===== config.mk =====
export PLATFORM = sky130hd
export DESIGN_NAME = song_sequencer_flat
export DESIGN_NICKNAME = d
export VERILOG_FILES = /design/src/rtl/song_rom_if.sv /design/src/rtl/song_sequencer.sv /design/src/flat_wrapper.sv
export SDC_FILE = /design/constraint.sdc
export NUM_CORES = 1
export LEC_CHECK = 0
export ABC_AREA = 1
export CAP_MARGIN = 5
export CORE_MARGIN = 4
export CORE_UTILIZATION = 30
export CTS_CLUSTER_DIAMETER = 100
export DETAILED_ROUTE_END_ITERATION = 12
export GPL_ROUTABILITY_DRIVEN = 0
export SYNTH_ARGS = -nofsm -noshare
export SYNTH_HDL_FRONTEND = slang
export SYNTH_SLANG_ARGS = --single-unit

===== constraint.sdc =====
create_clock -name clk -period 4.2 [get_ports clk]
set_clock_uncertainty 0.1 [all_clocks]
set_input_delay 0.84 -clock clk [delete_from_list [all_inputs] [get_ports clk]]
set_output_delay 0.84 -clock clk [all_outputs]
set_load 0.1 [all_outputs]

===== src/rtl/song_rom_if.sv =====
// Note ROM fetch bus: the sequencer requests {track, note_idx} and the ROM
// answers with {divider, length} qualified by rom_ack.
interface song_rom_if #(
    parameter int DIV_W  = 18,
    parameter int LEN_W  = 4,
    parameter int ADDR_W = 8,
    parameter int TRK_W  = 2
);
    logic                    rom_req;
    logic [TRK_W+ADDR_W-1:0] rom_addr;
    logic                    rom_ack;
    logic [DIV_W+LEN_W-1:0]  rom_data;

    modport master (
        output rom_req,
        output rom_addr,
        input  rom_ack,
        input  rom_data
    );

    modport slave (
        input  rom_req,
        input  rom_addr,
        output rom_ack,
        output rom_data
    );
endinterface


===== src/rtl/song_sequencer.sv =====
// Autoplay scheduler: fetches notes of the selected track from the note ROM,
// times them in beats and drives the tone divider, track number and playing flag.
module song_sequencer #(
    parameter int DIV_W      = 18,
    parameter int LEN_W      = 4,
    parameter int ADDR_W     = 8,
    parameter int TRK_W      = 2,
    parameter int BEAT_TICKS = 25000000,
    parameter int GAP_TICKS  = 2500000
) (
    input  logic               clk,
    input  logic               rst,
    input  logic               play,
    input  logic               stop,
    input  logic               next_track,
    song_rom_if.master         rom,
    output logic [DIV_W-1:0]   tune,
    output logic [TRK_W+1:0]   track,
    output logic               playing
);
    // Sized so that 15 beats never overflow the down-counter.
    localparam int CNT_W = LEN_W + $clog2(BEAT_TICKS);
    localparam logic [CNT_W-1:0]  BEAT_C   = CNT_W'(BEAT_TICKS);
    localparam logic [CNT_W-1:0]  GAP_C    = CNT_W'(GAP_TICKS);
    localparam logic [CNT_W-1:0]  CNT_ONE  = CNT_W'(1);
    localparam logic [ADDR_W-1:0] LAST_IDX = '1;

    typedef enum logic [1:0] {
        IDLE,
        FETCH,
        SOUND,
        GAP
    } state_t;

    state_t                  state, state_nx;
    logic                    req, req_nx;
    logic [TRK_W+ADDR_W-1:0] addr, addr_nx;
    logic [DIV_W-1:0]        tune_r, tune_nx;
    logic [TRK_W-1:0]        trk, trk_nx;
    logic                    play_r, play_nx;
    logic [ADDR_W-1:0]       idx, idx_nx;
    logic [CNT_W-1:0]        cnt, cnt_nx;

    logic [DIV_W-1:0]        note_div;
    logic [LEN_W-1:0]        note_len;
    logic [CNT_W-1:0]        sound_ticks;

    assign note_div    = rom.rom_data[DIV_W+LEN_W-1:LEN_W];
    assign note_len    = rom.rom_data[LEN_W-1:0];
    assign sound_ticks = CNT_W'(note_len) * BEAT_C - GAP_C - CNT_ONE;

    always_ff @(posedge clk) begin
        if (rst) begin
            state  <= IDLE;
            req    <= 1'b0;
            addr   <= '0;
            tune_r <= '0;
            trk    <= '0;
            play_r <= 1'b0;
            idx    <= '0;
            cnt    <= '0;
        end else begin
            state  <= state_nx;
            req    <= req_nx;
            addr   <= addr_nx;
            tune_r <= tune_nx;
            trk    <= trk_nx;
            play_r <= play_nx;
            idx    <= idx_nx;
            cnt    <= cnt_nx;
        end
    end

    always_comb begin
        state_nx = state;
        req_nx   = req;
        addr_nx  = addr;
        tune_nx  = tune_r;
        trk_nx   = trk;
        play_nx  = play_r;
        idx_nx   = idx;
        cnt_nx   = cnt;

        case (state)
            IDLE: begin
                tune_nx = '0;
                play_nx = 1'b0;
                if (play && !next_track && !stop) begin
                    state_nx = FETCH;
                    idx_nx   = '0;
                    req_nx   = 1'b1;
                    addr_nx  = {trk, {ADDR_W{1'b0}}};
                    play_nx  = 1'b1;
                end
            end

            FETCH: begin
                // A low request here means a withdrawn fetch: reissue it at the new address.
                if (!req) begin
                    req_nx  = 1'b1;
                    addr_nx = {trk, idx};
                end else if (rom.rom_ack) begin
                    req_nx = 1'b0;
                    if (note_len == '0) begin
                        state_nx = IDLE;
                        idx_nx   = '0;
                        tune_nx  = '0;
                        play_nx  = 1'b0;
                    end else begin
                        state_nx = SOUND;
                        tune_nx  = note_div;
                        cnt_nx   = sound_ticks;
                    end
                end
            end

            SOUND: begin
                if (cnt == '0) begin
                    state_nx = GAP;
                    tune_nx  = '0;
                    cnt_nx   = GAP_C - CNT_ONE;
                end else begin
                    cnt_nx = cnt - CNT_ONE;
                end
            end

            GAP: begin
                if (cnt != '0) begin
                    cnt_nx = cnt - CNT_ONE;
                end else if (idx == LAST_IDX) begin
                    state_nx = IDLE;
                    idx_nx   = '0;
                    play_nx  = 1'b0;
                end else begin
                    state_nx = FETCH;
                    idx_nx   = idx + ADDR_W'(1);
                    req_nx   = 1'b1;
                    addr_nx  = {trk, idx + ADDR_W'(1)};
                end
            end

            default: state_nx = IDLE;
        endcase

        if (next_track) begin
            trk_nx = trk + TRK_W'(1);
            idx_nx = '0;
            if (state != IDLE) begin
                state_nx = FETCH;
                tune_nx  = '0;
                req_nx   = 1'b0;
            end
        end

        // stop wins over everything, but a simultaneous track advance is kept.
        if (stop) begin
            state_nx = IDLE;
            tune_nx  = '0;
            play_nx  = 1'b0;
            req_nx   = 1'b0;
            idx_nx   = '0;
        end
    end

    assign rom.rom_req  = req;
    assign rom.rom_addr = addr;
    assign tune         = tune_r;
    assign track        = {2'b00, trk};
    assign playing      = play_r;
endmodule


===== src/flat_wrapper.sv =====
// flat-port wrapper written by rule: the top's interface ports become plain ports
module song_sequencer_flat 
#(
    parameter int DIV_W      = 18,
    parameter int LEN_W      = 4,
    parameter int ADDR_W     = 8,
    parameter int TRK_W      = 2,
    parameter int BEAT_TICKS = 25000000,
    parameter int GAP_TICKS  = 2500000
)
  (clk, rst, play, stop, next_track, tune, track, playing, rom_rom_req, rom_rom_addr, rom_rom_ack, rom_rom_data);
  song_rom_if #(.DIV_W(DIV_W), .LEN_W(LEN_W), .ADDR_W(ADDR_W), .TRK_W(TRK_W)) rom_i ();
  input  logic clk;
  input  logic rst;
  input  logic play;
  input  logic stop;
  input  logic next_track;
  output logic [DIV_W-1:0] tune;
  output logic [TRK_W+1:0] track;
  output logic playing;
  output wire logic [$bits(rom_i.rom_req)-1:0] rom_rom_req;
  output wire logic [$bits(rom_i.rom_addr)-1:0] rom_rom_addr;
  input wire logic [$bits(rom_i.rom_ack)-1:0] rom_rom_ack;
  input wire logic [$bits(rom_i.rom_data)-1:0] rom_rom_data;
  assign rom_rom_req = rom_i.rom_req;
  assign rom_rom_addr = rom_i.rom_addr;
  assign rom_i.rom_ack = rom_rom_ack;
  assign rom_i.rom_data = rom_rom_data;
  song_sequencer #(.DIV_W(DIV_W), .LEN_W(LEN_W), .ADDR_W(ADDR_W), .TRK_W(TRK_W), .BEAT_TICKS(BEAT_TICKS), .GAP_TICKS(GAP_TICKS)) u_core (.clk(clk), .rst(rst), .play(play), .stop(stop), .next_track(next_track), .rom(rom_i), .tune(tune), .track(track), .playing(playing));
endmodule

# Word-level counts from Yosys, hierarchy flattened
# Cells that the tools add are included.
# W data, S select, Z words.
# totals
regBits	71
latch_bits	0
mem_bits_rw	0
romBits	0
in_bits	28
out_inout_bits	34
elab_cells	95
mem_count	0
# classes
addsub	5
n_mul	1
div	0
order_cmp	0
n_eq_ne	14
n_shift	0
n_mux	50
bitwise_logic	0
reduce_logical	17
# ops
operator	n
$mux W29	5
$mux W18	6
$pmux W29 S3	1
$sub A29 B1 Y29 const B	2
$pmux W18 S3	1
$mux W8	6
$mux W10	4
$pmux W10 S3	1
$logic_not A29 Y1	1
$reduce_bool A29 Y1	1
$sub A29 B22 Y29 const B	1
$pmux W8 S3	1
$mul A4 B19 Y23 const B	1
$mux W2	8
$mux W1	14
$reduce_and A6 Y1	2
$ne A2 B1 Y1 const B	5
$ne A2 B2 Y1 const B	5
$reduce_and A5 Y1	2
$add A8 B1 Y8 const B	1
$eq A8 B8 Y1 const B	1
$pmux W2 S4	1
$pmux W1 S3	2
$reduce_bool A3 Y1	2
other kinds (10)	13

# Depth between registers and ports, before layout
# Gate-level depths: netlist (run 1).
# depth
depth_word	7
mapped_depth	22

# Least setup slack after synthesis (run 1)
# Ideal clock, no wire load.
# synth_path
kind	input-to-reg
from	input rom_rom_data[1]
to	register u_core.cnt[28]
setup_time_ns	0.119
arrival_ns	3.612
t_required_ns	3.981
setup_slack_ns	0.369
cell_stages	15
cell_sequence	fa_1 -> inv_1 -> fa_1 -> fa_1 -> inv_1 -> nand3_1 -> nand2_1 -> xor2_1 -> nand3_1 -> nand2_1 -> nand3_1 -> nand3_1 -> nand2_1 -> nand3_1 -> a21oi_1
# synth_via
elab_chain_len	7
# synth_lines
item	line	source
start, declared	flat_wrapper.sv:24	input wire logic [$bits(rom_i.rom_data)-1:0] rom_rom_data;
$mul A4 B19 Y23	song_sequencer.sv:50	assign sound_ticks = CNT_W'(note_len) * BEAT_C - GAP_C - CNT_ONE;
$sub A29 B22 Y29	song_sequencer.sv:50	
$sub A29 B1 Y29	song_sequencer.sv:50	
$mux W29	song_sequencer.sv:104	if (note_len == '0) begin
$mux W29	song_sequencer.sv:102	end else if (rom.rom_ack) begin
$mux W29	song_sequencer.sv:99	if (!req) begin
$pmux W29 S3	song_sequencer.sv:84	case (state)
end signal, assigned	song_sequencer.sv:70	cnt <= cnt_nx;
end, declared	song_sequencer.sv:42	logic [CNT_W-1:0] cnt, cnt_nx;
# Several ways; a longest one is shown, not always the timed one. The select of a mux whose other input is x is not followed.
# A chain may end at the register's enable or synchronous reset.

# Worst setup path in the final report (run 1)
# Ends and elaborated chain as after synthesis.

==> impl_metrics.prom, run 1 <==
# TYPE chip_impl_metric gauge
chip_impl_metric{name="fp.coreArea",unit="µm²"} 17480
chip_impl_metric{name="route.detailed.vias_per_inst",unit=""} 4.819
chip_impl_metric{name="dp_hpwl",unit="mm"} 11.79
chip_impl_metric{name="worstMarginPinSlew",unit="ns"} 1.017
chip_impl_metric{name="area.growth.synth_to_final",unit="%"} 30.00
chip_impl_metric{name="timing.final.max_slew_violations",unit=""} 0
chip_impl_metric{name="postRouteWirelength",unit="mm"} 15.17
chip_impl_info{name="busiest_layer",value="met2"} 1
chip_impl_info{name="tritoncts_clock_tree",value="yes"} 1
chip_impl_info{name="layout_commonest_cell",value="nand2_1"} 1
chip_impl_metric{name="synth_largest_type_area_fraction",unit=""} 0.2638
chip_impl_info{name="status",value="completed"} 1
chip_impl_metric{name="worst_skew_pair.late_latency",unit="ns"} 0.33
chip_impl_metric{name="max-vdd-ir-drop",unit="V"} 0.0002284
chip_impl_metric{name="drive_gt1_frac",unit=""} 0.1335
chip_impl_metric{name="timing.slew.headroom",unit=""} 0.3197
chip_impl_metric{name="finalSetupViolCount",unit=""} 0
chip_impl_metric{name="drtIter0Drc",unit=""} 311
chip_impl_metric{name="grt_use_met3",unit=""} 0.02453
chip_impl_metric{name="synth_async_sr_flop_share",unit=""} 0
chip_impl_metric{name="max_clock_freq",unit="MHz"} 250.9
chip_impl_metric{name="cell_area_synth",unit="µm²"} 5389
chip_impl_info{name="path_cells",value="clkdlybuf4s50_1, fa_1, inv_2, fa_2, inv_2, ha_4, nand2_1, nor2_2, nand3_1, nand3_1, nand2_1, nand2_1, nand3_1, nor2_2, nand3_1, nand2_1, nand3_1, a21oi_1"} 1
chip_impl_metric{name="initial_antenna_violation_count",unit=""} 0
chip_impl_metric{name="cp_max_fo",unit=""} 4
chip_impl_metric{name="die-width",unit="µm"} 142.0
chip_impl_metric{name="synth_enable_flop_cells",unit=""} 0
chip_impl_info{name="startpoint",value="rom_rom_data[1]"} 1
chip_impl_metric{name="ys.warnings.count",unit=""} 0
chip_impl_metric{name="clk_path_buf_depth",unit=""} 2
chip_impl_metric{name="timing.final.crit_share",unit=""} 0.9489
chip_impl_metric{name="ctsHtreeMaxLevel",unit=""} 3
chip_impl_metric{name="numCtsBuffers",unit=""} 9
chip_impl_metric{name="hold_ws",unit="ns"} 0.3672
chip_impl_metric{name="setup_tns",unit="ns"} 0
chip_impl_metric{name="postLayoutCoreUtil",unit=""} 0.4008
chip_impl_info{name="worstSetupStartpointType",value="input pin"} 1
chip_impl_metric{name="postSynthAreaPerCell",unit="µm²"} 6.415
chip_impl_metric{name="worst_ep_arrival_time",unit="ns"} 4.14
chip_impl_metric{name="final.fill_count",unit=""} 1805
chip_impl_metric{name="effective_utilization_at_floorplan",unit=""} 0.3083
chip_impl_metric{name="ios",unit=""} 62
chip_impl_metric{name="timing.critical_path.slowest_cell_delay",unit="ns"} 0.56
chip_impl_metric{name="grt_start_max_net_pins",unit=""} 22
chip_impl_metric{name="place.port_buffers",unit=""} 59
chip_impl_metric{name="powerDensity",unit="nW/µm²"} 355.6
chip_impl_metric{name="floorplan.die_area",unit="µm²"} 20170
chip_impl_metric{name="maxCapViolCount",unit=""} 0
chip_impl_info{name="root_buffer",value="clkbuf_16"} 1
chip_impl_metric{name="grtUsageMet2",unit=""} 0.2542
chip_impl_metric{name="worst_setup_hold_path_clk_slew",unit="ns"} 0.05
chip_impl_info{name="crit_top_cell",value="nand3_1"} 1
chip_impl_info{name="cpMaxStageDelayCell",value="fa_1"} 1
chip_impl_metric{name="synth.yosys.seq_area_share",unit=""} 0.2638
chip_impl_info{name="synthTopCellsByArea",value="dfxtp_1 (26%), nand2_1 (14%), a21oi_1 (7.4%)"} 1
chip_impl_metric{name="design.final.nets",unit=""} 1018
chip_impl_info{name="synthDominantAreaCellType",value="dfxtp_1"} 1
chip_impl_info{name="setup.worst_path.end_class",value="flip-flop"} 1
chip_impl_metric{name="totalPowerFinal",unit="mW"} 2.491
chip_impl_metric{name="antennaDiodeCount",unit=""} 0
chip_impl_metric{name="num_rows",unit=""} 48
chip_impl_metric{name="stdcell_count",unit=""} 1184
chip_impl_metric{name="leakage",unit="nW"} 3.302
chip_impl_metric{name="numClockSinks",unit=""} 71
chip_impl_info{name="holdCritPathClass",value="flip-flop to flip-flop"} 1
chip_impl_metric{name="wl_per_cell",unit="µm"} 12.81
chip_impl_metric{name="grt_first_pass_wirelength",unit="mm"} 25.70
chip_impl_metric{name="die_y",unit="µm"} 142.0
chip_impl_metric{name="cts_hold_buffers",unit=""} 0
chip_impl_metric{name="first_global_vias",unit=""} 5415
chip_impl_metric{name="critical_path_required",unit="ns"} 4.36
chip_impl_metric{name="final_hold_viol_count",unit=""} 0
chip_impl_metric{name="postSynthRegisterBits",unit=""} 71
chip_impl_metric{name="antenna_left",unit=""} 0
chip_impl_metric{name="ys_types",unit=""} 44
chip_impl_info{name="rr_startpoint",value="u_core.cnt[0]"} 1
chip_impl_metric{name="congestion_overflow_gr",unit=""} 0
chip_impl_info{name="criticalPathCategory",value="input pin to flip-flop"} 1
chip_impl_metric{name="grt.met1_usage",unit=""} 0.2036
chip_impl_metric{name="final_worst_path_period_need",unit="ns"} 3.985
chip_impl_info{name="synth_ff_type",value="dfxtp_1"} 1
chip_impl_info{name="hold_crit_start",value="u_core.cnt[0]"} 1
chip_impl_info{name="most-common-layout-cells",value="nand2_1 (201), inv_1 (99), a21oi_1 (80), nor2_1 (75), dfxtp_1 (71)"} 1
chip_impl_metric{name="drt_pre_antenna_iters",unit=""} 5
chip_impl_metric{name="placed_cells",unit=""} 1167
chip_impl_metric{name="drc_errors",unit=""} 0
chip_impl_metric{name="synthesis.instances",unit=""} 840
chip_impl_metric{name="via_count",unit=""} 5706
chip_impl_metric{name="grtUsageTotal",unit=""} 0.1518
-- synthesized netlist by cell type, types with 3 or more instances --
cell type and number:
a31oi_1 16, buf_6 3, fa_1 8, o21ai_1 7
nor4_1 4, o21ai_0 57, inv_1 101, xor2_1 17
inv_2 3, nor2_2 3, nand3_1 61, dfxtp_1 71
xnor2_1 10, or2_2 3, nor3_1 7, buf_2 7
a21oi_1 80, buf_4 5, ha_1 27, nand2_2 3
nor2_4 4, nand4_1 18, clkbuf_1 11, nor2_1 82
nand2_1 206
-- what timing repair did --
| action | CTS | global route |
|---|---|---|
| cloned | 0 | 0 |
| buffers inserted | 0 | 2 |
| endpoints found under the setup margin | 1 | 11 |
| pin swaps | 0 | 6 |
| gates resized for setup | 2 | 25 |
| endpoints found under the hold margin | 0 | 0 |
-- routing by layer --
metal | part of all wire | vias up
li1 | - | 2987
met1 | 0.48 | 2594
met2 | 0.47 | 108
met3 | 0.033 | 17
met4 | 0.015 | 0
met5 | 0 | -
-- per-stage QoR --
stage	instance area [µm²]	worst slack, ns
2_1_floorplan	5393	0.3689
3_3_place_gp	6628	-0.2251
3_5_place_dp	6628	-0.3650
4_1_cts	6898	0.008161
5_1_grt	7005	-0.009064
6_report	7005	0.2147
-- area by class of cell --
| type | count | area [µm²] | area share |
|---|---|---|---|
| clock buffer | 11 | 242.7 | 0.03465 |
| clock inverter | 4 | 22.52 | 0.003215 |
| inverter | 106 | 397.9 | 0.05680 |
| multi-input combinational | 638 | 3518 | 0.5022 |
| sequential | 71 | 1421 | 0.2029 |
| tap | 225 | 281.5 | 0.04019 |
| timing repair buffer | 129 | 1121 | 0.1600 |
-- worst max-delay path, delay by kind of cell --
family | cells | cell delay (ns)
AOI/OAI and AO/OA | 1 | 0.13
adders and majority gates | 3 | 1.40
buffers and inverters | 3 | 0.56
and+or+nand+nor | 11 | 1.21
-- state kept, by name, summed over array words and instances, names as in the netlist --
signal and flops:
u_core.cnt 29, u_core.idx 8, u_core.playing 1, u_core.rom.rom_addr 10, u_core.rom.rom_req 1, u_core.state 2
u_core.trk 2, u_core.tune 18
-- power breakdown --
group	switching, mW	internal [mW]
Combinational	0.633	0.482
Clock	0.277	0.409
Sequential	0.00683	0.683
-- worst paths after layout --
kind | slack (ns) | end | depth (start not counted)
max | 0.21 | u_core.cnt[28] | 18
min | 0.37 | u_core.cnt[0] | 1
max reg2reg | 1.45 | u_core.tune[16] | 12
min reg2reg | 0.37 | u_core.cnt[0] | 1
-- cell families after synthesis --
| family | after synthesis | synth area share |
|---|---|---|
| and+or+nand+nor | 399 | 0.3244 |
| AOI/OAI and AO/OA | 175 | 0.1737 |
| buffers and inverters | 132 | 0.1012 |
| DFF | 71 | 0.2638 |
| adders and majority gates | 35 | 0.09241 |
| xor gates and xnor gates | 27 | 0.04388 |
| other | 1 | 0.0006959 |
Note: power is estimated with default switching activity, not from simulation.
==> run 2: changes to the inputs <==
--- a/config.mk
+++ b/config.mk
@@ -12,6 +12,7 @@
 export CTS_CLUSTER_DIAMETER = 100
 export DETAILED_ROUTE_END_ITERATION = 12
 export GPL_ROUTABILITY_DRIVEN = 0
+export PLACE_DENSITY = 0.44
 export SYNTH_ARGS = -nofsm -noshare
 export SYNTH_HDL_FRONTEND = slang
 export SYNTH_SLANG_ARGS = --single-unit
==> impl_metrics.prom, run 2 (same netlist as run 1, synthesis figures left out) <==
# TYPE chip_impl_metric gauge
chip_impl_metric{name="numClockSinks",unit=""} 71
chip_impl_metric{name="final.setup.worst_slack",unit="ns"} 0.2534
chip_impl_metric{name="critical_path_required",unit="ns"} 4.36
chip_impl_metric{name="first_global_vias",unit=""} 5521
chip_impl_metric{name="power.sequential.fraction",unit=""} 0.267
chip_impl_info{name="tritoncts_clock_tree",value="yes"} 1
chip_impl_metric{name="grt_first_pass_wirelength",unit="mm"} 27.58
chip_impl_metric{name="drtIter0Drc",unit=""} 309
chip_impl_metric{name="wl_per_cell",unit="µm"} 14.31
chip_impl_metric{name="clkPwrFrac",unit=""} 0.296
chip_impl_metric{name="postRouteWirelength",unit="mm"} 16.83
chip_impl_metric{name="place.port_buffers",unit=""} 59
chip_impl_metric{name="numCtsBuffers",unit=""} 9
chip_impl_info{name="root_buffer",value="clkbuf_16"} 1
chip_impl_metric{name="antenna_left",unit=""} 0
chip_impl_metric{name="post_cts_buffers",unit=""} 0
chip_impl_metric{name="grt_start_max_net_pins",unit=""} 32
chip_impl_info{name="criticalPathCategory",value="input pin to flip-flop"} 1
chip_impl_metric{name="holdPathStages",unit=""} 1
chip_impl_metric{name="power_switching",unit="µW"} 963.7
chip_impl_info{name="status",value="completed"} 1
chip_impl_metric{name="fp.coreArea",unit="µm²"} 17480
chip_impl_info{name="crit_top_cell",value="nand2_1"} 1
chip_impl_metric{name="dp_slack",unit="ns"} -0.3011
chip_impl_metric{name="cp.buffers_inverters",unit=""} 3
chip_impl_metric{name="grtUsageTotal",unit=""} 0.1681
chip_impl_metric{name="worst_skew_pair.late_latency",unit="ns"} 0.34
chip_impl_metric{name="leakage",unit="nW"} 3.272
chip_impl_metric{name="max_clock_freq",unit="MHz"} 253.4
chip_impl_metric{name="drt_pre_antenna_iters",unit=""} 4
chip_impl_metric{name="final.fill_count",unit=""} 1858
chip_impl_metric{name="route.detailed.vias_per_inst",unit=""} 4.786
chip_impl_metric{name="finalSetupViolCount",unit=""} 0
chip_impl_info{name="rr_startpoint",value="u_core.cnt[0]"} 1
chip_impl_metric{name="powerDensity",unit="nW/µm²"} 368.9
chip_impl_metric{name="num_rows",unit=""} 48
chip_impl_metric{name="switching_share_of_total_power",unit=""} 0.3726
chip_impl_info{name="layout_commonest_cell",value="nand2_1"} 1
chip_impl_metric{name="ctsHtreeMaxLevel",unit=""} 3
chip_impl_info{name="grt_setup_unrepaired",value="no"} 1
chip_impl_metric{name="drc_errors",unit=""} 0
chip_impl_metric{name="timing.critical_path.slowest_cell_delay",unit="ns"} 0.56
chip_impl_metric{name="worstRegToRegCells",unit=""} 12
chip_impl_metric{name="power.combinational.fraction",unit=""} 0.437
chip_impl_metric{name="design.final.nets",unit=""} 1009
chip_impl_metric{name="final_hold_viol_count",unit=""} 0
chip_impl_metric{name="placement.cell_area",unit="µm²"} 6575
chip_impl_metric{name="timing.slew.headroom",unit=""} 0.3337
chip_impl_info{name="worstSetupStartpointType",value="input pin"} 1
chip_impl_metric{name="placed_cells",unit=""} 1160
chip_impl_metric{name="setup_tns",unit="ns"} 0
chip_impl_info{name="worst_hold_path.endpoint",value="u_core.cnt[0]"} 1
chip_impl_metric{name="internal_power",unit="mW"} 1.623
chip_impl_metric{name="area.growth.synth_to_final",unit="%"} 30.09
chip_impl_metric{name="via_count",unit=""} 5628
chip_impl_metric{name="worst_setup_hold_path_clk_slew",unit="ns"} 0.06
chip_impl_info{name="regToRegEndpoint",value="u_core.tune[16]"} 1
chip_impl_metric{name="final_design_area_no_fill",unit="µm²"} 7010
chip_impl_metric{name="timing.final.crit_share",unit=""} 0.9397
chip_impl_metric{name="r2r_slack",unit="ns"} 1.42
chip_impl_metric{name="worstMarginPinSlew",unit="ns"} 0.9963
chip_impl_metric{name="final_worst_path_period_need",unit="ns"} 3.947
chip_impl_metric{name="cp_max_fo",unit=""} 3
chip_impl_info{name="holdCritPathClass",value="flip-flop to flip-flop"} 1
chip_impl_metric{name="effective_utilization_at_floorplan",unit=""} 0.3083
chip_impl_metric{name="clk_path_buf_depth",unit=""} 2
chip_impl_info{name="path_cells",value="clkdlybuf4s50_1, fa_1, inv_1, fa_2, inv_1, ha_1, nand2_1, nor2_2, nand2_1, nand3_1, nand2_1, nand2_2, nand3_2, nand2_1, nand2_1, nand3_1, nand2_1, nand2_1, nand2_1, a21oi_1"} 1
chip_impl_metric{name="floorplan.die_area",unit="µm²"} 20170
chip_impl_metric{name="drive_gt1_frac",unit=""} 0.1335
chip_impl_metric{name="die_y",unit="µm"} 142.0
chip_impl_metric{name="antennaDiodeCount",unit=""} 0
chip_impl_metric{name="ios",unit=""} 62
chip_impl_metric{name="dp_hpwl",unit="mm"} 13.20
chip_impl_metric{name="initial_antenna_violation_count",unit=""} 0
chip_impl_metric{name="worst_ep_arrival_time",unit="ns"} 4.11
chip_impl_metric{name="stdcell_count",unit=""} 1176
chip_impl_info{name="top_register_by_number_of_flip_flops",value="u_core.cnt"} 1
chip_impl_metric{name="largest_reg_flops",unit=""} 29
chip_impl_info{name="setup.worst_path.end_class",value="flip-flop"} 1
chip_impl_metric{name="timing.final.max_slew_violations",unit=""} 0
chip_impl_info{name="most-common-layout-cells",value="nand2_1 (199), inv_1 (101), a21oi_1 (78), nor2_1 (74), dfxtp_1 (71)"} 1
chip_impl_metric{name="congestion_overflow_gr",unit=""} 0
chip_impl_info{name="hold_crit_start",value="u_core.cnt[0]"} 1
chip_impl_metric{name="max-vdd-ir-drop",unit="V"} 0.0001975
chip_impl_metric{name="maxCapViolCount",unit=""} 0
chip_impl_info{name="cpMaxStageDelayCell",value="fa_2"} 1
chip_impl_info{name="path_delay_family",value="adder cells"} 1
chip_impl_metric{name="die-width",unit="µm"} 142.0
run 2: repair_timing:
| action | CTS | global route |
|---|---|---|
| hold buffers | 0 | 0 |
| gates resized for setup | 0 | 34 |
| endpoints found under the setup margin | 0 | 11 |
run 2: metrics by stage:
stage / power (mW) / hold slack (ns) / util
2_1_floorplan: 1.328 / 0.3314 / -
3_3_place_gp: 1.759 / 0.3535 / 0.3762
3_5_place_dp: 1.758 / 0.3586 / 0.3762
5_1_grt: 2.781 / 0.3938 / 0.4011
6_report: 2.586 / 0.3611 / 0.4011
4_1_cts: 2.544 / 0.3672 / 0.3932
run 2: layout make-up:
type,count,area [µm²],area share
Clock inverter,7,71.32,0.01017
Inverter,106,397.9,0.05676
Multi-Input combinational cell,638,3556,0.5072
Clock buffer,9,225.2,0.03213
Timing Repair Buffer,120,1057,0.1508
Tap cell,225,281.5,0.04016
Sequential cell,71,1421,0.2027
run 2: power groups by stage:
| stage | combinational [mW] | clock (mW) | sequential (mW) |
|---|---|---|---|
| 6_report | 1.13 | 0.766 | 0.690 |
| 4_1_cts | 1.06 | 0.797 | 0.690 |
| 5_1_grt | 1.26 | 0.826 | 0.691 |
| 2_1_floorplan | 0.581 | 0 | 0.748 |
| 3_5_place_dp | 1.05 | 0 | 0.705 |
| 3_3_place_gp | 1.05 | 0 | 0.705 |
run 2: worst max-delay path by stage:
stage                endpoint  cells after the start  slack [ns]             from
2_1_floorplan  u_core.cnt[28]                     15        0.37  rom_rom_data[1]
3_3_place_gp   u_core.cnt[28]                     19       -0.28  rom_rom_data[2]
3_5_place_dp   u_core.cnt[27]                     18       -0.30  rom_rom_data[1]
4_1_cts        u_core.cnt[27]                     19        0.04  rom_rom_data[3]
5_1_grt        u_core.cnt[28]                     18       0.004  rom_rom_data[1]
6_report       u_core.cnt[27]                     20        0.25  rom_rom_data[1]
run 2: per-layer routing:
metal	part of all wire	global-route usage	up-vias
met3	0.027	0.03125	15
li1	-	-	2979
met4	0.013	0.05000	0
met1	0.49	0.2306	2549
met2	0.47	0.2693	85
met5	0	0	-
==> run 3: changes to the inputs <==
==> constraint.sdc (replaced) <==
create_clock -name clk -period 4.2 [get_ports clk]
set_clock_uncertainty 0.1 [all_clocks]
set_input_delay 0.42 -clock clk [delete_from_list [all_inputs] [get_ports clk]]
set_output_delay 0.42 -clock clk [all_outputs]
set_load 0.1 [all_outputs]
==> impl_metrics.prom, run 3 (same netlist as run 1, synthesis figures left out) <==
# TYPE chip_impl_metric gauge
chip_impl_metric{name="final.fill_count",unit=""} 1874
chip_impl_metric{name="placed_cells",unit=""} 1113
chip_impl_metric{name="drtIter0Drc",unit=""} 324
chip_impl_metric{name="final_hold_viol_count",unit=""} 0
chip_impl_metric{name="area.growth.synth_to_final",unit="%"} 20.83
chip_impl_metric{name="timing.slew.headroom",unit=""} 0.2833
chip_impl_metric{name="totalPowerFinal",unit="mW"} 2.309
chip_impl_metric{name="via_count",unit=""} 5500
chip_impl_info{name="regToRegEndpoint",value="u_core.tune[16]"} 1
chip_impl_metric{name="stdcell_count",unit=""} 1129
chip_impl_info{name="tritoncts_clock_tree",value="yes"} 1
chip_impl_metric{name="antenna_left",unit=""} 0
chip_impl_metric{name="worst_ep_arrival_time",unit="ns"} 3.96
chip_impl_metric{name="largest_reg_flops",unit=""} 29
chip_impl_metric{name="final_worst_path_period_need",unit="ns"} 3.795
chip_impl_metric{name="max-vdd-ir-drop",unit="V"} 0.0001977
chip_impl_metric{name="wl_per_cell",unit="µm"} 14.50
chip_impl_metric{name="route.detailed.vias_per_inst",unit=""} 4.872
chip_impl_info{name="layout_commonest_cell",value="nand2_1"} 1
chip_impl_metric{name="worstMarginPinSlew",unit="ns"} 1.074
chip_impl_info{name="most-common-layout-cells",value="nand2_1 (206), inv_1 (101), nor2_1 (82), a21oi_1 (80), dfxtp_1 (71)"} 1
chip_impl_metric{name="effective_utilization_at_floorplan",unit=""} 0.3083
chip_impl_metric{name="worst_skew_pair.late_latency",unit="ns"} 0.34
chip_impl_info{name="rr_startpoint",value="u_core.cnt[0]"} 1
chip_impl_metric{name="max_clock_freq",unit="MHz"} 263.5
chip_impl_info{name="top_register_by_number_of_flip_flops",value="u_core.cnt"} 1
chip_impl_metric{name="numCtsBuffers",unit=""} 9
chip_impl_info{name="status",value="completed"} 1
chip_impl_metric{name="design.final.nets",unit=""} 962
chip_impl_metric{name="cp_max_fo",unit=""} 5
chip_impl_info{name="holdCritPathClass",value="flip-flop to flip-flop"} 1
chip_impl_metric{name="grtUsageTotal",unit=""} 0.1637
chip_impl_metric{name="initial_antenna_violation_count",unit=""} 0
chip_impl_metric{name="numClockSinks",unit=""} 71
chip_impl_info{name="criticalPathCategory",value="input pin to flip-flop"} 1
chip_impl_info{name="endpoint",value="u_core.cnt[28]"} 1
chip_impl_metric{name="fp.coreArea",unit="µm²"} 17480
chip_impl_metric{name="dp_slack",unit="ns"} 0.01728
chip_impl_metric{name="powerDensity",unit="nW/µm²"} 354.6
chip_impl_metric{name="drive_gt1_frac",unit=""} 0.05752
chip_impl_info{name="grt_setup_unrepaired",value="no"} 1
chip_impl_metric{name="r2r_slack",unit="ns"} 1.41
chip_impl_metric{name="leakage",unit="nW"} 3.013
chip_impl_metric{name="ios",unit=""} 62
chip_impl_metric{name="postRouteWirelength",unit="mm"} 16.37
chip_impl_metric{name="worstRegToRegCells",unit=""} 12
chip_impl_metric{name="timing.final.max_slew_violations",unit=""} 0
chip_impl_metric{name="finalSetupViolCount",unit=""} 0
chip_impl_metric{name="setup_tns",unit="ns"} 0
chip_impl_info{name="startpoint",value="rom_rom_data[1]"} 1
chip_impl_info{name="setup.worst_path.end_class",value="flip-flop"} 1
chip_impl_metric{name="dp_hpwl",unit="mm"} 12.77
chip_impl_metric{name="worst_setup_hold_path_clk_slew",unit="ns"} 0.06
chip_impl_info{name="root_buffer",value="clkbuf_16"} 1
chip_impl_metric{name="final.setup.worst_slack",unit="ns"} 0.4053
chip_impl_info{name="worstSetupStartpointType",value="input pin"} 1
chip_impl_metric{name="congestion_overflow_gr",unit=""} 0
chip_impl_metric{name="grt_first_pass_wirelength",unit="mm"} 26.88
chip_impl_metric{name="post_cts_buffers",unit=""} 0
chip_impl_metric{name="die_y",unit="µm"} 142.0
chip_impl_metric{name="ctsHtreeMaxLevel",unit=""} 3
chip_impl_metric{name="antennaDiodeCount",unit=""} 0
chip_impl_metric{name="clk_path_buf_depth",unit=""} 2
chip_impl_metric{name="timing.final.crit_share",unit=""} 0.9035
chip_impl_metric{name="die-width",unit="µm"} 142.0
chip_impl_metric{name="grt_start_max_net_pins",unit=""} 36
chip_impl_metric{name="place.port_buffers",unit=""} 59
chip_impl_metric{name="drt_pre_antenna_iters",unit=""} 5
chip_impl_metric{name="critical_path_required",unit="ns"} 4.37
chip_impl_metric{name="drc_errors",unit=""} 0
chip_impl_metric{name="floorplan.die_area",unit="µm²"} 20170
chip_impl_metric{name="first_global_vias",unit=""} 5180
chip_impl_metric{name="num_rows",unit=""} 48
chip_impl_metric{name="maxCapViolCount",unit=""} 0
==> run 3: where the power goes <==
group | switching, mW | internal [mW] | total [mW] | leakage (nW)
clock network | 0.333 | 0.411 | 0.744 | 0.135
logic | 0.585 | 0.290 | 0.875 | 2.30
registers | 0.00724 | 0.683 | 0.690 | 0.574
==> run 3: worst min-delay path by stage <==
stage	slack [ns]	cells past startpoint	start	end
2_1_floorplan	0.33	1	u_core.cnt[0]	u_core.cnt[0]
3_3_place_gp	0.35	2	u_core.playing	u_core.playing
3_5_place_dp	0.36	2	u_core.playing	u_core.playing
4_1_cts	0.37	2	u_core.playing	u_core.playing
5_1_grt	0.40	2	u_core.tune[9]	u_core.tune[9]
6_report	0.36	2	u_core.playing	u_core.playing
==> run 3: what timing repair did <==
item | in CTS | in global routing
endpoints found under the setup margin | 0 | 1
gates resized for setup | 0 | 1
hold buffers | 0 | 0
==> run 3: layer usage <==
| metal | track usage | up-vias | part of all wire |
|---|---|---|---|
| met5 | 0 | - | 0 |
| met1 | 0.2355 | 2504 | 0.50 |
| li1 | - | 2878 | - |
| met4 | 0.04697 | 0 | 0.012 |
| met2 | 0.2537 | 103 | 0.46 |
| met3 | 0.02520 | 15 | 0.035 |
==> run 3: metrics by stage <==
| stage | area (µm²) | util | hold slack [ns] |
|---|---|---|---|
| 2_1_floorplan | 5393 | - | 0.3314 |
| 3_3_place_gp | 6222 | 0.3560 | 0.3538 |
| 3_5_place_dp | 6222 | 0.3560 | 0.3566 |
| 4_1_cts | 6509 | 0.3724 | 0.3664 |
| 5_1_grt | 6511 | 0.3726 | 0.4031 |
| 6_report | 6511 | 0.3726 | 0.3620 |
==> run 3: layout make-up <==
cell class / instances / area [µm²] / share of cell area
inverters: 106 / 397.9 / 0.06111
repair buffers: 73 / 695.7 / 0.1068
clock buffers: 9 / 225.2 / 0.03459
clock inverters: 7 / 61.31 / 0.009416
flip-flops and latches: 71 / 1421 / 0.2183
well taps: 225 / 281.5 / 0.04324
multi-input cells: 638 / 3428 / 0.5265
==> run 3: worst max-delay path, cell delays in order <==
cell             delay, ns
clkdlybuf4s50_1       0.45
fa_1                  0.57
inv_1                 0.08
fa_1                  0.56
inv_1                 0.07
ha_1                  0.37
nand2_1               0.10
nor2_1                0.21
nand3_1               0.16
nand3_1               0.13
nand2_1               0.05
nand2_1               0.14
nand3_1               0.11
nor2_1                0.16
nand3_1               0.10
nand2_1               0.07
nand3_1               0.07
a21oi_1               0.13
==> edit (flow settings as in run 2) <==
`DIV_W` is set to 18 in 3 places; all go to 9.
--- a/src/rtl/song_rom_if.sv
+++ b/src/rtl/song_rom_if.sv
@@ -1,7 +1,7 @@
 // Note ROM fetch bus: the sequencer requests {track, note_idx} and the ROM
 // answers with {divider, length} qualified by rom_ack.
 interface song_rom_if #(
-    parameter int DIV_W  = 18,
+    parameter int DIV_W  = 9,
     parameter int LEN_W  = 4,
     parameter int ADDR_W = 8,
     parameter int TRK_W  = 2
--- a/src/rtl/song_sequencer.sv
+++ b/src/rtl/song_sequencer.sv
@@ -1,7 +1,7 @@
 // Autoplay scheduler: fetches notes of the selected track from the note ROM,
 // times them in beats and drives the tone divider, track number and playing flag.
 module song_sequencer #(
-    parameter int DIV_W      = 18,
+    parameter int DIV_W      = 9,
     parameter int LEN_W      = 4,
     parameter int ADDR_W     = 8,
     parameter int TRK_W      = 2,
--- a/src/flat_wrapper.sv
+++ b/src/flat_wrapper.sv
@@ -1,7 +1,7 @@
 // flat-port wrapper written by rule: the top's interface ports become plain ports
 module song_sequencer_flat 
 #(
-    parameter int DIV_W      = 18,
+    parameter int DIV_W      = 9,
     parameter int LEN_W      = 4,
     parameter int ADDR_W     = 8,
     parameter int TRK_W      = 2,
Interface: changed (resized rom_rom_data and tune); port bits go from 62 to 44. No check against the original RTL was run, so the function may have changed too.
==> edit against run 2 <==
  * Sequential cell count shrank 9
  * Setup slack lost 0.074 ns
  * Global-route usage shrank 0.74 points
  * Sequential power decreased by 12%
  * Utilization decreased by 0.77 points
  * Highest routed layer unchanged
  * Design area shrank 7.6%
  * Register-to-register slack improved by 0.18 ns
  * Largest cell class unchanged
  * Largest power group unchanged
  * Non-clock buffer count decreased by 18
  * Power decreased by 1.4%
  * Sequential share of layout area decreased by 1.1 points
  * Area after synthesis down 6.8%
  * Routed wire length down 12%
==> edit: results (changes against run 2) <==
status completed; Crit-path slowest cell fa_1; Worst IR Drop VDD 0.1912 mV (-3.2%); Sw Ratio 37.04% (-0.22 points); global-route wire length before repair 24050 um (-13%); vias in the first global route 4901 (-11%); synth cell count leaders 161 x nand2_1, 93 x inv_1, 75 x nor2_1, 62 x dfxtp_1, 60 x a21oi_1; clock-pin slew on the worst setup and hold paths 0.06 ns (about the same); layout cell share with drive strength beyond 1 17.33% (+4.0 points); reg2reg end u_core.tune[1]; top post-synthesis cells by area dfxtp_1 25%, nand2_1 12%, ha_1 7.0%, inv_1 7.0%, a21oi_1 6.0%; number of I/O port buffers 41 (-31%); Leak Pwr 3.019 nW (-7.7%); Yosys warning total 0 (unchanged); fill count 1789 (-3.7%); Cell variety after synth 45 (+2.3%); Worst Setup SP rom_rom_data[2]; Post-Syn Instances 757 (-9.9%); via/cell ratio 4.822 (+0.76%); initial DRC count 148 (-52%); H-tree levels 3 (unchanged); crit-path max cell delay 0.54 ns (-0.02 ns); Final Net Count 904 (-10%); worst setup path endpoint u_core.cnt[27]; gr usage total 16.07% (-0.74 points); R2R depth 11 (-1); Worst Tran Pin Value 0.9971 ns (+0.0007421 ns); DP Wirelength 11660 um (-12%); Seq/Total Area, Yosys 24.73% (-1.6 points); largest net degree at the start of global routing 36 (+13%); Post-DP Area 6020 sq um (-8.4%); Pre-Repair DR Iteration Count 5 (+1); wire length per cell 13.84 um (-3.3%); final wirelength 14860 um (-12%); internal reg-to-reg setup slack 1.60 ns (+0.18 ns)
edit: cell count changes in the layout (fill, tap and decap cells not counted), sizes merged, moves of 4 or more:
cell | run 2 | this run
dfxtp | 71 | 62
clkdlybuf4s50 | 57 | 40
o21ai | 64 | 55
nand2 | 209 | 172
a22oi | 0 | 7
o211ai | 2 | 6
nand3 | 63 | 53
nor3 | 7 | 11
a21oi | 81 | 60
inv | 105 | 101
edit: worst min-delay path by stage:
stage,start,endpoint,slack (ns),cells after the start
finish,u_core.playing,u_core.playing,0.34,2
global route,u_core.playing,u_core.playing,0.38,2
CTS,u_core.playing,u_core.playing,0.35,2
detailed placement,u_core.playing,u_core.playing,0.34,2
global placement,u_core.playing,u_core.playing,0.34,2
floorplan,u_core.cnt[0],u_core.cnt[0],0.33,1
edit: cells by family after synthesis:
family,Yosys count,share of synthesized area (%)
compound gates,159,17.97
buf+inv,123,10.19
other cells,1,0.07470
simple gates,352,32.68
xor+xnor,24,4.187
fa+ha+maj,36,10.17
flops,62,24.73
edit: cell type report:
class	count	share of cell area [%]
multi-input combinational	573	52.43
sequential	62	19.16
timing repair buffer	102	13.44
inverter	101	5.852
tap	220	4.249
clock buffer	10	3.534
clock inverter	6	1.333
edit: metrics by stage:
step / total power, mW / util, % / hold slack (ns) / setup slack, ns / setup TNS [ns]
after detailed placement: 1.688 / 36.56 / 0.3404 / -0.2952 / -2.102
final: 2.549 / 39.35 / 0.3430 / 0.1790 / 0
after CTS: 2.507 / 38.47 / 0.3495 / 0.02323 / 0
after global routing: 2.723 / 39.35 / 0.3770 / -0.006682 / -0.006682
after global placement: 1.685 / 36.56 / 0.3361 / -0.2612 / -1.885
after floorplan: 1.273 / - / 0.3313 / 0.3665 / 0
edit: power by group through the flow:
stage / clock network, mW / registers [mW] / logic, mW
2_1_floorplan: 0 / 0.666 / 0.607
6_report: 0.800 / 0.605 / 1.14
3_5_place_dp: 0 / 0.618 / 1.07
3_3_place_gp: 0 / 0.617 / 1.07
5_1_grt: 0.846 / 0.606 / 1.27
4_1_cts: 0.827 / 0.605 / 1.08
edit: repair_timing:
item	in CTS	in global routing
endpoints found under the setup margin	0	9
setup buffers	0	2
gates resized for setup	0	31
edit: layer usage:
| metal | wire [um] | part of all wire (%) | track usage [%] | vias to the layer above |
|---|---|---|---|---|
| met1 | 7266 | 49 | 21.99 | 2370 |
| met2 | 6836 | 46 | 25.97 | 94 |
| li1 | - | - | - | 2699 |
| met3 | 516 | 3.5 | 2.630 | 16 |
| met4 | 245 | 1.6 | 4.878 | 0 |
| met5 | 0 | 0 | 0 | - |
